==> config.mk <==
export PLATFORM = sky130hd
export DESIGN_NAME = lcd_spi_init_seq_flat
export DESIGN_NICKNAME = d
export VERILOG_FILES = /design/src/rtl/lcd_spi_init_seq_if.sv /design/src/rtl/lcd_spi_init_seq.sv /design/src/flat_wrapper.sv
export SDC_FILE = /design/constraint.sdc
export NUM_CORES = 1
export LEC_CHECK = 0
export BUFFER_PORTS_ARGS = -buffer_cell sky130_fd_sc_hd__buf_2
export CAP_MARGIN = 25
export CELL_PAD_IN_SITES_DETAIL_PLACEMENT = 0
export CELL_PAD_IN_SITES_GLOBAL_PLACEMENT = 1
export CORE_UTILIZATION = 41
export CTS_CLUSTER_DIAMETER = 40
export DETAILED_ROUTE_END_ITERATION = 16
export PLACE_DENSITY_LB_ADDON = 0.1
export SLEW_MARGIN = 0
export SYNTH_ARGS = -nofsm -noshare
export SYNTH_HDL_FRONTEND = slang
export SYNTH_SLANG_ARGS = --single-unit
==> constraint.sdc <==
create_clock -name clk_50 -period 2.4 [get_ports clk_50]
set_input_delay 0.12 -clock clk_50 [delete_from_list [all_inputs] [get_ports clk_50]]
set_output_delay 0.12 -clock clk_50 [all_outputs]
set_load 0.05 [all_outputs]
==> src/rtl/lcd_spi_init_seq_if.sv <==
// Bus between the LCD init sequencer and its surroundings: table ROM port,
// 3-wire SPI pins, restart request and status.
interface lcd_spi_init_seq_if #(
  parameter int ADDR_W = 6
);
  logic              start;
  logic [ADDR_W-1:0] rom_addr;
  logic [10:0]       rom_data;
  logic              lcd_cs;
  logic              lcd_sclk;
  logic              lcd_sdi;
  logic              busy;
  logic              disp_ready;
  logic [7:0]        word_cnt;

  modport master (
    input  start, rom_data,
    output rom_addr, lcd_cs, lcd_sclk, lcd_sdi, busy, disp_ready, word_cnt
  );

  modport slave (
    output start, rom_data,
    input  rom_addr, lcd_cs, lcd_sclk, lcd_sdi, busy, disp_ready, word_cnt
  );
endinterface

==> src/rtl/lcd_spi_init_seq.sv <==
// Table-driven power-up sequencer: walks an external ROM of command/data/delay
// entries and shifts 9-bit words out on the panel's 3-wire mode-0 SPI port.
module lcd_spi_init_seq #(
  parameter int CLK_DIV    = 25,
  parameter int DELAY_UNIT = 50000,
  parameter int ADDR_W     = 6,
  parameter int NUM_WORDS  = 64
) (
  input  logic                clk_50,
  input  logic                reset_n,
  lcd_spi_init_seq_if.master  bus
);

  localparam int                DIV_W     = $clog2(CLK_DIV + 1);
  localparam logic [DIV_W-1:0]  DIV_LAST  = DIV_W'(CLK_DIV - 1);
  localparam int                TICK_W    = $clog2(DELAY_UNIT + 1);
  localparam logic [TICK_W-1:0] TICK_LAST = TICK_W'(DELAY_UNIT - 1);
  localparam logic [ADDR_W-1:0] ADDR_LAST = ADDR_W'(NUM_WORDS - 1);

  typedef enum logic [1:0] {
    OP_CMD   = 2'b00,
    OP_DATA  = 2'b01,
    OP_DELAY = 2'b10,
    OP_END   = 2'b11
  } op_t;

  typedef enum logic [2:0] {
    IDLE, FETCH, DECODE, SHIFT, GAP, DELAY, NEXT, DONE
  } state_t;

  state_t              state;
  logic [ADDR_W-1:0]   addr;
  logic [DIV_W-1:0]    div_cnt;
  logic [TICK_W-1:0]   tick_cnt;
  logic [7:0]          ticks;
  logic [3:0]          bit_cnt;
  logic [7:0]          shreg;
  logic                cs;
  logic                sclk;
  logic                sdi;
  logic                busy;
  logic                ready;
  logic [7:0]          words;

  op_t                 op;
  logic [7:0]          payload;
  logic                unused_payload_msb;

  assign op                 = op_t'(bus.rom_data[10:9]);
  assign payload            = bus.rom_data[7:0];
  assign unused_payload_msb = bus.rom_data[8];

  function automatic logic [7:0] sat_inc(input logic [7:0] v);
    return (v == 8'hFF) ? v : v + 8'd1;
  endfunction

  always_ff @(posedge clk_50) begin
    if (!reset_n) begin
      state <= IDLE;
      addr  <= '0;
      cs    <= 1'b1;
      sclk  <= 1'b0;
      sdi   <= 1'b0;
      busy  <= 1'b0;
      ready <= 1'b0;
      words <= '0;
    end else begin
      case (state)
        IDLE: begin
          busy  <= 1'b1;
          state <= FETCH;
        end
        // ROM registers the entry at the end of FETCH; it is valid in DECODE.
        FETCH: state <= DECODE;
        DECODE: begin
          case (op)
            OP_CMD, OP_DATA: begin
              shreg   <= payload;
              sdi     <= (op == OP_DATA);
              cs      <= 1'b0;
              div_cnt <= '0;
              bit_cnt <= '0;
              state   <= SHIFT;
            end
            OP_DELAY: begin
              if (payload == 8'd0) begin
                state <= NEXT;
              end else begin
                ticks    <= payload;
                tick_cnt <= '0;
                state    <= DELAY;
              end
            end
            default: begin
              busy  <= 1'b0;
              ready <= 1'b1;
              state <= DONE;
            end
          endcase
        end
        // Each half SCLK period is CLK_DIV cycles; data advances on the falling edge.
        SHIFT: begin
          if (div_cnt != DIV_LAST) begin
            div_cnt <= div_cnt + 1'b1;
          end else begin
            div_cnt <= '0;
            if (!sclk) begin
              sclk <= 1'b1;
            end else begin
              sclk <= 1'b0;
              if (bit_cnt == 4'd8) begin
                cs    <= 1'b1;
                sdi   <= 1'b0;
                words <= sat_inc(words);
                state <= GAP;
              end else begin
                bit_cnt <= bit_cnt + 4'd1;
                sdi     <= shreg[7];
                shreg   <= {shreg[6:0], 1'b0};
              end
            end
          end
        end
        GAP: begin
          if (div_cnt != DIV_LAST) begin
            div_cnt <= div_cnt + 1'b1;
          end else begin
            div_cnt <= '0;
            state   <= NEXT;
          end
        end
        DELAY: begin
          if (tick_cnt != TICK_LAST) begin
            tick_cnt <= tick_cnt + 1'b1;
          end else begin
            tick_cnt <= '0;
            if (ticks == 8'd1) state <= NEXT;
            else               ticks <= ticks - 8'd1;
          end
        end
        // A table without an end entry stops at its last slot, never wrapping.
        NEXT: begin
          if (addr == ADDR_LAST) begin
            busy  <= 1'b0;
            ready <= 1'b1;
            state <= DONE;
          end else begin
            addr  <= addr + 1'b1;
            state <= FETCH;
          end
        end
        DONE: begin
          if (bus.start) begin
            ready <= 1'b0;
            words <= '0;
            addr  <= '0;
            busy  <= 1'b1;
            state <= FETCH;
          end
        end
        default: state <= IDLE;
      endcase
    end
  end

  assign bus.rom_addr   = addr;
  assign bus.lcd_cs     = cs;
  assign bus.lcd_sclk   = sclk;
  assign bus.lcd_sdi    = sdi;
  assign bus.busy       = busy;
  assign bus.disp_ready = ready;
  assign bus.word_cnt   = words;

endmodule

==> src/flat_wrapper.sv <==
// flat-port wrapper written by rule: the top's interface ports become plain ports
module lcd_spi_init_seq_flat 
#(
  parameter int CLK_DIV    = 25,
  parameter int DELAY_UNIT = 50000,
  parameter int ADDR_W     = 6,
  parameter int NUM_WORDS  = 64
)
  (clk_50, reset_n, bus_start, bus_rom_data, bus_rom_addr, bus_lcd_cs, bus_lcd_sclk, bus_lcd_sdi, bus_busy, bus_disp_ready, bus_word_cnt);
  lcd_spi_init_seq_if #(.ADDR_W(ADDR_W)) bus_i ();
  input  logic clk_50;
  input  logic reset_n;
  input wire logic [$bits(bus_i.start)-1:0] bus_start;
  input wire logic [$bits(bus_i.rom_data)-1:0] bus_rom_data;
  output wire logic [$bits(bus_i.rom_addr)-1:0] bus_rom_addr;
  output wire logic [$bits(bus_i.lcd_cs)-1:0] bus_lcd_cs;
  output wire logic [$bits(bus_i.lcd_sclk)-1:0] bus_lcd_sclk;
  output wire logic [$bits(bus_i.lcd_sdi)-1:0] bus_lcd_sdi;
  output wire logic [$bits(bus_i.busy)-1:0] bus_busy;
  output wire logic [$bits(bus_i.disp_ready)-1:0] bus_disp_ready;
  output wire logic [$bits(bus_i.word_cnt)-1:0] bus_word_cnt;
  assign bus_i.start = bus_start;
  assign bus_i.rom_data = bus_rom_data;
  assign bus_rom_addr = bus_i.rom_addr;
  assign bus_lcd_cs = bus_i.lcd_cs;
  assign bus_lcd_sclk = bus_i.lcd_sclk;
  assign bus_lcd_sdi = bus_i.lcd_sdi;
  assign bus_busy = bus_i.busy;
  assign bus_disp_ready = bus_i.disp_ready;
  assign bus_word_cnt = bus_i.word_cnt;
  lcd_spi_init_seq #(.CLK_DIV(CLK_DIV), .DELAY_UNIT(DELAY_UNIT), .ADDR_W(ADDR_W), .NUM_WORDS(NUM_WORDS)) u_core (.clk_50(clk_50), .reset_n(reset_n), .bus(bus_i));
endmodule
After elaboration in Yosys (flattened, before gate mapping)
Cells that the tools add are included.

storage, ports and cells
  flip-flop bits (word level) = 63
  input bits = 14
  output and inout bits = 19
  word-level logic and storage cells = 137

cells by class
  $add $sub $neg = 6
  equality and inequality tests = 31
  multiplexer cells = 61
  bitwise operators = 1
  reductions and logical operators = 25

operators by type and width
  cell                                                                      number
  8-bit two-way mux                                                         13
  16-bit two-way mux                                                        3
  8-bit one-hot mux with 2 select lines                                     3
  16-bit one-hot mux with 2 select lines                                    1
  3-bit two-way mux                                                         8
  3-bit one-hot mux with 8 select lines                                     1
  2-bit inequality test (second input constant)                             11
  6-bit AND reduction                                                       3
  16-bit by 1-bit adder with 16-bit output (second input constant)          1
  4-bit two-way mux                                                         4
  16-bit inequality test (second input constant)                            1
  4-bit AND reduction                                                       4
  1-bit two-way mux                                                         15
  3-bit equality test (second input constant)                               4
  6-bit two-way mux                                                         2
  6-bit one-hot mux with 2 select lines                                     1
  5-bit two-way mux                                                         2
  2-bit by 1-bit inequality test with 1-bit output (second input constant)  5
  5-bit one-hot mux with 2 select lines                                     1
  2-bit nonzero test                                                        5
  8-bit by 1-bit adder with 8-bit output (second input constant)            1
  8-bit by 1-bit equality test with 1-bit output (second input constant)    1
  8-bit equality test (second input constant)                               1
  8-bit logical NOT                                                         1
  other kinds (28)                                                          32

Depth between registers and ports, before layout
  depth in word-level cells = 6
  gate-level depth with buffers = 8
  gate-level depth less buffers = 7

Worst setup path before layout
Ideal clock, no wire load.

  path kind = register -> register
  from = register u_core.div_cnt[0]
  to = register u_core.bit_cnt[0] (enable)
  library setup time = 0.400 ns
  data arrival time = 2.224 ns
  data required time = 2.000 ns
  slack = -0.225 ns
  stages on the path, launching flop included = 8
  buffers on the path = 1
  period minus slack after synthesis = 2.625 ns
  path through = edfxtp_1 > inv_1 > ha_1 > and4b_1 > buf_2 > and3_1 > o21ai_0 > a211oi_1

on the way
  word-level cells in the longest chain between the ends = 3

RTL lines
  item                                    line                     RTL
  start: declaration                      lcd_spi_init_seq.sv:33   logic [DIV_W-1:0] div_cnt;
  start signal: assignment                lcd_spi_init_seq.sv:104  div_cnt <= div_cnt + 1'b1;
  start signal: assignment                lcd_spi_init_seq.sv:126  div_cnt <= div_cnt + 1'b1;
  5-bit inequality test                   lcd_spi_init_seq.sv:103  if (div_cnt != DIV_LAST) begin
  2-bit inequality test (no source line)  --
  6-bit AND reduction (no source line)    --
  end signal: assignment                  lcd_spi_init_seq.sv:117  bit_cnt <= bit_cnt + 4'd1;
  end: declaration                        lcd_spi_init_seq.sv:36   logic [3:0] bit_cnt;

Every way passes these cells.
A chain may end at the register's enable or synchronous reset.

Worst setup path after layout
  from = register u_core.tick_cnt[10]
  to = register u_core.ticks[0] (enable)

on the way
  word-level cells in the longest chain between the ends = 3

RTL lines
  item                                    line                     RTL
  start: declaration                      lcd_spi_init_seq.sv:34   logic [TICK_W-1:0] tick_cnt;
  start signal: assignment                lcd_spi_init_seq.sv:134  tick_cnt <= tick_cnt + 1'b1;
  16-bit inequality test                  lcd_spi_init_seq.sv:133  if (tick_cnt != TICK_LAST) begin
  2-bit inequality test (no source line)  --
  6-bit AND reduction (no source line)    --
  end signal: assignment                  lcd_spi_init_seq.sv:89   ticks <= payload;
  end signal: assignment                  lcd_spi_init_seq.sv:138  else ticks <= ticks - 8'd1;
  end: declaration                        lcd_spi_init_seq.sv:35   logic [7:0] ticks;

Every way passes these cells.

==> run metrics <==
Root Buffer Master clkbuf_8; # nets final 432; core area 7890 µm²; status finished, final reports clean; largest area contributor in the netlist edfxtp_1; proportion of layout cells with a drive suffix above 1 16.9%; Gate Count Post-Synth 363; global-route wire length before repair 12200 µm; TNS Setup 0 ns; residual DRC count 0; Port Buffer Count 31; final WL 7230 µm; met1 WL 3670 µm; synth unique cells 52; DR pass1 iterations 6; placed cell areas 3780 µm²; worst-skew pair later-pin latency 0.34 ns; pwr/cell area 735 nW/µm²; type of the tightest min-delay check input port to register; Startpoint Class register; main combinational cell family by area after synthesis simple AND/OR/NAND/NOR gates; post-synthesis simple-gate area fraction 25.4%; placed cells 500; hold_buf cts 0; Max Fanout on Critical Path 8; initial core utilization 43.4%; Synth async-reset ratio 0%; clock sink total 63; Mapped Area 3420 µm²; R2R setup slack 0.21 ns; Final Hold Vio Count 0; compound-gate portion of the synthesized area 11.6%; Die Height 93.3 µm; Post-synth EDFFs 41; Syn Nets 386; fmax 456 MHz; Hold Slack 0.0977 ns; HP Start reset_n; TritonCTS clock tree built; Worst-Margin Slew 0.575 ns; vias per cell 5.25; metal3 WL 230 µm; metal2 WL 3250 µm; Synth Area in Adders 3.29%; minimum clock period 2.19 ns; grt ovf 0; top sig layer met4; critical path type register to register; Clock Path Buffers 2; Synth Register Bits 63; commonest cells after routing, fill and taps aside 52 x nand2_1, 44 x nor2_1, 41 x edfxtp_1, 31 x buf_2, 22 x dfxtp_1; gpl congestion 0.777; Pwr Total 2.93 mW; max_slew headroom 61.5%; CP Capture Type register; max-cap violations 0; Worst VDD drop 320 µV; Avg WL per Cell 14.0 µm; most area-consuming cells after synthesis edfxtp_1 36%, dfxtp_1 13%, nand2_1 5.7%, nor2_1 4.8%, xor2_1 4.4%; WP data arrival 2.22 ns; crit path cell chain or4b_1, or4_4, nor3_1, o21a_2; GR Util All Layers 18.2%; CP max stage cell or4b_1; IO Count 33; # Post-CTS Setup Buffers 0; Yosys top cell area share 36.0%; initial antenna violation count 0; Post-DRT Antenna Nets 0; total number of vias 2708; vias in the first global route 2573; Synth Flop Type edfxtp_1; XOR/XNOR Fraction of Synth Area 7.43%; cts bufs inserted 9; num rows 32; Ant. Diodes 0; Critical path origin u_core.tick_cnt[10]; Final Non-Filler Cells 516; Crit path largest cell delay 0.55 ns; Seq/Total Area, Yosys 48.9%; die area 8710 µm²; Setup Skew 0.0116 ns; DP Wirelength 5240 µm; Worst Path Required 2.43 ns; commonest non-fill, non-tap cell in the layout nand2_1; yosys warns 0; htree depth 3; syn_area_per_cell 9.42 µm²; Post-Layout Inst Area 3980 µm²; Final setup viols 0; mux share of post-synthesis cell area 0.329%; RSZ-0062 raised after global routing no; largest net degree at the start of global routing 18; DRT iter0 DRCs 93; Die Wd 93.3 µm; pins over their slew limit 0; area delta synth->final 16.3%; Leak 1.51 nW; crit share post-route 91.3%; RR Startpoint u_core.tick_cnt[10]; clk slew on worst S/H paths 0.08 ns
## per-layer routing
layer,global-route usage [%],vias up
met5,0,-
met4,6.92,0
met3,3.17,9
met2,28.4,42
met1,25.2,1259
li1,-,1398
## worst max-delay path, delay by kind of cell, from the launching register on
family,cells,cell delay [ns]
DFF,1,0.42
AOI/OAI and AO/OA,1,0.26
and+or+nand+nor,3,1.20
## logic make-up (layout without fill, tap and decap cells)
kind of cell	after synthesis	in the layout
xor+xnor	29	29
mux	1	1
simple gates	172	172
buf+inv	27	78
compound gates	62	62
fa+ha+maj	9	9
flops	63	63
## area by class of cell
class	instances	area, µm²
Clock buffer	14	184
Clock inverter	2	12.5
Fill cell	764	3910
Inverter	14	52.6
Multi-Input combinational cell	273	1650
Sequential cell	63	1670
Tap cell	102	128
Timing Repair Buffer	48	283
## final timing paths
path | endpoint | depth (start not counted)
worst max-delay path | u_core.ticks[0] | 4
worst min-delay path | u_core.bus.lcd_cs | 2
worst max register to register | u_core.ticks[0] | 4
worst min register to register | u_core.bus.lcd_sdi | 2
## through the flow
step | utilization, % | setup slack, ns
4_1_cts | 50.4 | 0.0663
6_report | 50.4 | 0.209
3_5_place_dp | 47.9 | 0.0832
5_1_grt | 50.4 | 0.0400
3_3_place_gp | 47.9 | 0.101
2_1_floorplan | - | 0.141
## registers in the layout, indices dropped and copies added (netlist names), 3 cells and up
name                 cells
u_core.tick_cnt         16
u_core.bus.word_cnt      8
u_core.shreg             8
u_core.ticks             8
u_core.bus.rom_addr      6
u_core.div_cnt           5
u_core.bit_cnt           4
u_core.state             3
## cells in the mapped netlist (5+ instances only)
cell type / n
nand3_1: 12
and3_1: 5
ha_1: 9
edfxtp_1: 41
inv_1: 14
clkbuf_1: 9
nor2b_1: 6
o21a_1: 6
o31ai_1: 5
nor3_1: 8
nand4_1: 9
nand2_1: 52
xor2_1: 17
a21oi_1: 16
nor2_1: 44
or4_1: 5
o21ai_0: 15
dfxtp_1: 22
xnor2_1: 12
## what timing repair did
item,4_1_cts,5_1_grt
gates resized for setup,0,1
endpoints found under the setup margin,0,8
hold endpoints to repair,0,0
## power by group
group / switching [mW] / internal (mW) / leakage (nW)
clock network: 0.410 / 0.494 / 0.0978
registers: 0.0830 / 1.26 / 0.559
logic: 0.427 / 0.249 / 0.852
total: 0.921 / 2.01 / 1.51
Power figures use the tool's default switching activity.
